==> src/rtl/phy_rx_demux_lanes.sv <==
`default_nettype none
// ============================================================================
// Module   : phy_rx_demux_lanes
// Purpose  : 1-to-LANES round-robin word demux, valid/ready on both sides.
//            Define DEMUX_FLUSH_EN to flush partial groups after an idle gap.
// Revision : 1.0 - initial release
// ============================================================================
module phy_rx_demux_lanes #(
    parameter int WIDTH       = 8,
    parameter int LANES       = 4,
    parameter int IDLE_CYCLES = 4
) (
    input  logic                       clk_4f,
    input  logic                       reset,
    input  logic [WIDTH-1:0]           data_in,
    input  logic                       valid_in,
    output logic                       ready_in,
    output logic [LANES*WIDTH-1:0]     data_out,
    output logic                       valid_out,
    input  logic                       ready_out,
    output logic [LANES-1:0]           lane_valid,
    output logic [$clog2(LANES)-1:0]   lane_ptr
);

    localparam int                 c_PTR_W = $clog2(LANES);
    localparam int                 c_ASM_W = (LANES - 1) * WIDTH;
    localparam logic [c_PTR_W-1:0] c_LAST  = c_PTR_W'(LANES - 1);

    // The last lane never lands in the assembly; it goes straight to data_out.
    logic [c_ASM_W-1:0]      r_asm;
    logic [c_PTR_W-1:0]      r_ptr;
    logic [LANES*WIDTH-1:0]  r_data;
    logic                    r_valid;
    logic [LANES-1:0]        r_lane_valid;

    logic                    w_last;
    logic                    w_slot_free;
    logic                    w_xfer;
    logic                    w_load;
    logic                    w_flush;
    logic [LANES-1:0]        w_flush_mask;

    assign w_last      = (r_ptr == c_LAST);
    assign w_slot_free = !r_valid || ready_out;
    assign ready_in    = !w_last || w_slot_free;
    assign w_xfer      = valid_in && ready_in;
    assign w_load      = w_xfer && w_last;

`ifdef DEMUX_FLUSH_EN
    logic [7:0]       r_idle;
    logic [LANES-1:0] r_fill;

    // Fires on the idle edge that brings the counter up to IDLE_CYCLES,
    // or later once the output slot frees up.
    assign w_flush      = !valid_in && (r_ptr != '0) && w_slot_free &&
                          (r_idle >= 8'(IDLE_CYCLES - 1));
    assign w_flush_mask = r_fill;

    always_ff @(posedge clk_4f or posedge reset) begin
        if (reset) begin
            r_idle <= '0;
            r_fill <= '0;
        end else if (w_load || w_flush) begin
            r_idle <= '0;
            r_fill <= '0;
        end else if (w_xfer) begin
            r_idle        <= '0;
            r_fill[r_ptr] <= 1'b1;
        end else if (!valid_in && (r_ptr != '0) && (r_idle < 8'(IDLE_CYCLES))) begin
            r_idle <= r_idle + 8'd1;
        end
    end
`else
    assign w_flush      = 1'b0;
    assign w_flush_mask = '1;
`endif

    always_ff @(posedge clk_4f or posedge reset) begin
        if (reset) begin
            r_asm        <= '0;
            r_ptr        <= '0;
            r_data       <= '0;
            r_valid      <= 1'b0;
            r_lane_valid <= '0;
        end else if (w_load) begin
            r_data       <= {data_in, r_asm};
            r_valid      <= 1'b1;
            r_lane_valid <= '1;
            r_ptr        <= '0;
            r_asm        <= '0;
        end else if (w_flush) begin
            // Unfilled slots are still zero because the assembly clears on every load.
            r_data       <= {{WIDTH{1'b0}}, r_asm};
            r_valid      <= 1'b1;
            r_lane_valid <= w_flush_mask;
            r_ptr        <= '0;
            r_asm        <= '0;
        end else begin
            if (w_xfer) begin
                for (int k = 0; k < LANES - 1; k++) begin
                    if (r_ptr == c_PTR_W'(k)) begin
                        r_asm[k*WIDTH +: WIDTH] <= data_in;
                    end
                end
                r_ptr <= r_ptr + c_PTR_W'(1);
            end
            if (r_valid && ready_out) begin
                r_valid      <= 1'b0;
                r_lane_valid <= '0;
            end
        end
    end

    assign data_out   = r_data;
    assign valid_out  = r_valid;
    assign lane_valid = r_lane_valid;
    assign lane_ptr   = r_ptr;

endmodule
`default_nettype wire

==> config.mk <==
export PLATFORM = sky130hd
export DESIGN_NAME = phy_rx_demux_lanes
export DESIGN_NICKNAME = d
export VERILOG_FILES = /design/src/rtl/phy_rx_demux_lanes.sv
export SDC_FILE = /design/constraint.sdc
export NUM_CORES = 1
export LEC_CHECK = 0
export ABC_AREA = 1
export BUFFER_PORTS_ARGS = -buffer_cell sky130_fd_sc_hd__buf_2
export CORE_MARGIN = 2
export CORE_UTILIZATION = 28
export CTS_CLUSTER_SIZE = 24
export DETAILED_ROUTE_END_ITERATION = 8
export PLACE_DENSITY_LB_ADDON = 0.3
export SYNTH_ARGS = -nofsm -noshare
export SYNTH_HDL_FRONTEND = slang
export SYNTH_SLANG_ARGS = --single-unit
==> constraint.sdc <==
create_clock -name clk_4f -period 2.2 [get_ports clk_4f]
set_input_delay 0.22 -clock clk_4f [delete_from_list [all_inputs] [get_ports clk_4f]]
set_output_delay 0.22 -clock clk_4f [all_outputs]
set_load 0.1 [all_outputs]
# --- After elaboration in Yosys (flattened, before gate mapping) ---
# Index checks and enable logic that the tools add are counted.
totals:
  regBits: 63
  in_bits: 12
  out_inout_bits: 40
  wordCells: 38
op_classes:
  n_addsub: 1
  n_eq_ne: 3
  reduce_logical: 16
  mux: 11
ops:
  columns: ["op", "n"]
  rows:
  - ["$mux 24", 2]
  - ["$mux 8", 3]
  - ["$reduce_bool 2->1", 5]
  - ["$mux 4", 2]
  - ["$reduce_and 2->1", 3]
  - ["$eq 2x2->1 const B", 2]
  - ["$mux 2", 2]
  - ["$logic_and 1x1->1", 3]
  - ["$add 2x1->2 const B", 1]
  - ["$eq 2x1->1 const B", 1]
  - ["$logic_not 1->1", 2]
  - ["$logic_not 2->1", 1]
  - ["$logic_or 1x1->1", 2]
  - ["$mux 1", 2]

# --- Longest topological paths before layout ---
depth:
  word_depth: 7
  depth_mapped: 8
  depth_no_buf: 7

# --- Least setup slack after synthesis ---
# Ideal clock, no wire load.
synth_path:
  path_type: "reg2reg"
  start: "reg r_ptr[1] (netlist: lane_ptr[1])"
  end: "reg r_asm[0]"
  setup_time_ps: 67
  path_buffers: 0
  path_stages_with_launch: 6
  setup_slack_ps: -692
  required_ps: 2133
  arrival_time_ps: 2826
  synth_period_minus_slack_ps: 2892
  path_cell_list: "dfrtp_1 -> ha_1 -> nand3_1 -> nand3_1 -> nand2_1 -> nand2_1"
synth_between:
  elab_chain_len: 7
  word_cells_on_any_way: 10
  classes_between: "eq/ne: 1; mux: 1; reduce/logical: 8"
synth_lines:
  columns: ["element", "line_no", "rtl"]
  rows:
  - ["start, declared", "31", "logic [c_PTR_W-1:0] r_ptr;"]
  - ["start signal, assigned", "105", "r_ptr <= r_ptr + c_PTR_W'(1);"]
  - ["$eq 2x2->1 *", "43", "assign w_last = (r_ptr == c_LAST);"]
  - ["$logic_not 1->1 *", "45", "assign ready_in = !w_last || w_slot_free;"]
  - ["$logic_or 1x1->1 *", "45", null]
  - ["net ready_in", "17", "output logic ready_in,"]
  - ["$logic_and 1x1->1 *", "46", "assign w_xfer = valid_in && ready_in;"]
  - ["$logic_and 1x1->1", "47", "assign w_load = w_xfer && w_last;"]
  - ["$reduce_bool 2->1 (no line)", null, null]
  - ["$reduce_and 2->1 (no line)", null, null]
  - ["end signal, assigned by index", "102", "r_asm[k*WIDTH +: WIDTH] <= data_in;"]
  - ["end, declared", "30", "logic [c_ASM_W-1:0] r_asm;"]
# The timed path passes the listed nets; every way through them passes the cells marked *.
# A chain may end at the register's enable or synchronous reset.

# --- Final worst setup path ---
layout_path:
  start: "reg r_ptr[0] (netlist: lane_ptr[0])"
  end: "out ready_in"
layout_between:
  elab_chain_len: 3
layout_lines:
  columns: ["element", "line_no"]
  rows:
  - ["$eq 2x2->1", "43"]
  - ["$logic_not 1->1", "45"]
  - ["$logic_or 1x1->1", "45"]
  - ["end, declared", "17"]
# Every way passes these cells.

==> results.cfg <==
[cells_and_area]
design_area_um2 = 3108
fillers = 902
drive_above_1_share = 0.2875
utilization = 0.3529
area_growth_pct = 20.99
instances_no_fill = 435
antennaDiodeCount = 0
nets = 338

[setup_path]
worst-setup-path-type = reg -> out
crit_fanout = 6
arrival_ns = 1.65
cp-end-kind = output port
worst_ep_required_time_ns = 1.98
r2r_end = r_asm[0]
rrSetupSlack_ns = 0.64
start_kind = flip-flop
reg2reg_from = lane_ptr[0]
ff2ff_path_depth = 7

[synthesis]
synthCells = 275
syn_area_um2 = 2569
seq_area_frac_synth = 0.5748
yosysWarnings = 0
syn_nets = 291
ys_ff_latch = 59
syn_area_per_cell_um2 = 9.341
ys_types = 14

[die]
pin_count = 52
die_h_um = 99.78
initial_core_util = 0.2917
fp-row-count = 34
coreArea_um2 = 8806
die_w_um = 99.78
die-area_um2 = 9956

[sta]
setup_viol = 0
setup_tns_ns = 0
fin_skew_ns = 0.01123
finalCritPeriodShare = 0.8488
report.final.slew_viol_count = 0
finalHoldViolCount = 0
fmax_mhz = 535.5
worstMarginPinSlew_ns = 0.7544
period_minus_slack_ns = 1.867
rsz0062_at_grt = false
relSlewSlack = 0.4970

[cts]
cts_tree = done
cts_buffer_depth = 2
holdBufCountCts = 0
cts_made_buffers = 9
postCtsSetupBuffers = 0
path_clk_slew_ns = 0.06
clockRootBuffer = clkbuf_8
cts-htree-levels = 3
insertion_delay_ns = 0.34
clkSinkCount = 59
cts.repair.resized = 0

[placement]
dp_hpwl_mm = 3.844
placed_cells_incl_taps = 419
globalplace.congestion = 0.7518
port_buffers = 51
dpl-instance-area_um2 = 2880

[flow_run]
maxCapViolCount = 0

[min_path]
hp-class = in -> async

[route]
wl_per_cell_um = 12.84
viasPerCell = 4.271
drc = 0
wirelength_mm = 5.586
dr.first_iter.drc_count = 113
firstDrtPassIters = 4
vias = 1858
ant_nets = 0

[global_routing]
grt_pass1_wl_mm = 9.315
grt_max_degree = 66
grt_util_all_layers = 0.1213
antenna_found_initial = 0
first_global_vias = 1886
overflow = 0

[run_status]
status = finished clean
-- cell usage after synthesis --
| master | number | area, um^2 |
|---|---|---|
| buf_2 | 5 | 25.02 |
| buf_6 | 6 | 67.56 |
| o21ai_0 | 9 | 45.04 |
| o21ai_1 | 5 | 25.02 |
| nand3_1 | 7 | 35.03 |
| inv_2 | 1 | 3.750 |
| clkbuf_1 | 3 | 11.26 |
| dfrtp_1 | 59 | 1476 |
| inv_1 | 39 | 146.4 |
| ha_1 | 4 | 50.05 |
| o21ai_2 | 18 | 157.7 |
| nand2_1 | 90 | 337.8 |
| nand4_1 | 24 | 150.1 |
| buf_4 | 5 | 37.54 |
-- flip-flops by register name, indices dropped and copies added, names as in the netlist --
register / flops
data_out: 32
r_asm: 24
lane_ptr: 2
lane_valid: 1
-- per-stage QoR --
stage | hold WS (ns) | setup slack (ns)
after global placement | 0.4579 | 0.6628
final | 0.09463 | 0.3326
after floorplan | 0.3496 | 0.1329
after global routing | 0.1644 | 0.2533
after CTS | 0.1212 | 0.3069
after detailed placement | 0.4634 | 0.6578
-- critical path, stage by stage (launching register included) --
cell and delay [ns]:
dfrtp_2 0.43, ha_1 0.29, nand3_4 0.15, buf_2 0.44
-- cell families (layout without fill, tap and decap cells) --
family | count (synthesis) | after routing | synth area share
and+or+nand+nor | 121 | 121 | 0.2036
DFF | 59 | 59 | 0.5748
adders and majority gates | 4 | 4 | 0.01948
buffers and inverters | 59 | 111 | 0.1135
AOI/OAI and AO/OA | 32 | 32 | 0.08865
-- cells in the final DEF, fill, tap and decap left out, drive strengths merged --
| cell type | n |
|---|---|
| dfrtp | 59 |
| buf | 55 |
| o21ai | 32 |
| clkinvlp | 1 |
| ha | 4 |
| bufinv | 2 |
| nand4 | 24 |
| clkinv | 1 |
| nand3 | 7 |
| nand2 | 90 |
| clkbuf | 12 |
| inv | 40 |
-- layer usage --
| layer | up-vias | routed length (um) | GRT usage |
|---|---|---|---|
| li1 | 959 | - | - |
| met3 | 10 | 346 | 0.04944 |
| met1 | 851 | 2631 | 0.1563 |
| met4 | 0 | 93 | 0.05374 |
| met2 | 38 | 2514 | 0.1798 |
| met5 | - | 0 | 0 |
-- area by class of cell --
cell class,instances,area [um^2],area share
well taps,108,135.1,0.04348
inverters,40,150.1,0.04831
flip-flops and latches,59,1479,0.4758
clock buffers,12,155.1,0.04992
repair buffers,55,297.8,0.09581
multi-input cells,157,818.3,0.2633
clock inverters,4,72.57,0.02335
-- worst max-delay path by stage --
stage / start / to / slack, ns / depth (start not counted)
global route: lane_ptr[0] / ready_in / 0.25 / 3
global placement: lane_ptr[1] / r_asm[9] / 0.66 / 6
detailed placement: lane_ptr[0] / r_asm[3] / 0.66 / 7
finish: lane_ptr[0] / ready_in / 0.33 / 3
CTS: lane_ptr[0] / ready_in / 0.31 / 3
floorplan: lane_valid[2] / r_asm[0] / 0.13 / 4
Power is left out: the tool's default activity adds up to more than one toggle a clock period on the data nets, which glitch-free logic cannot reach.
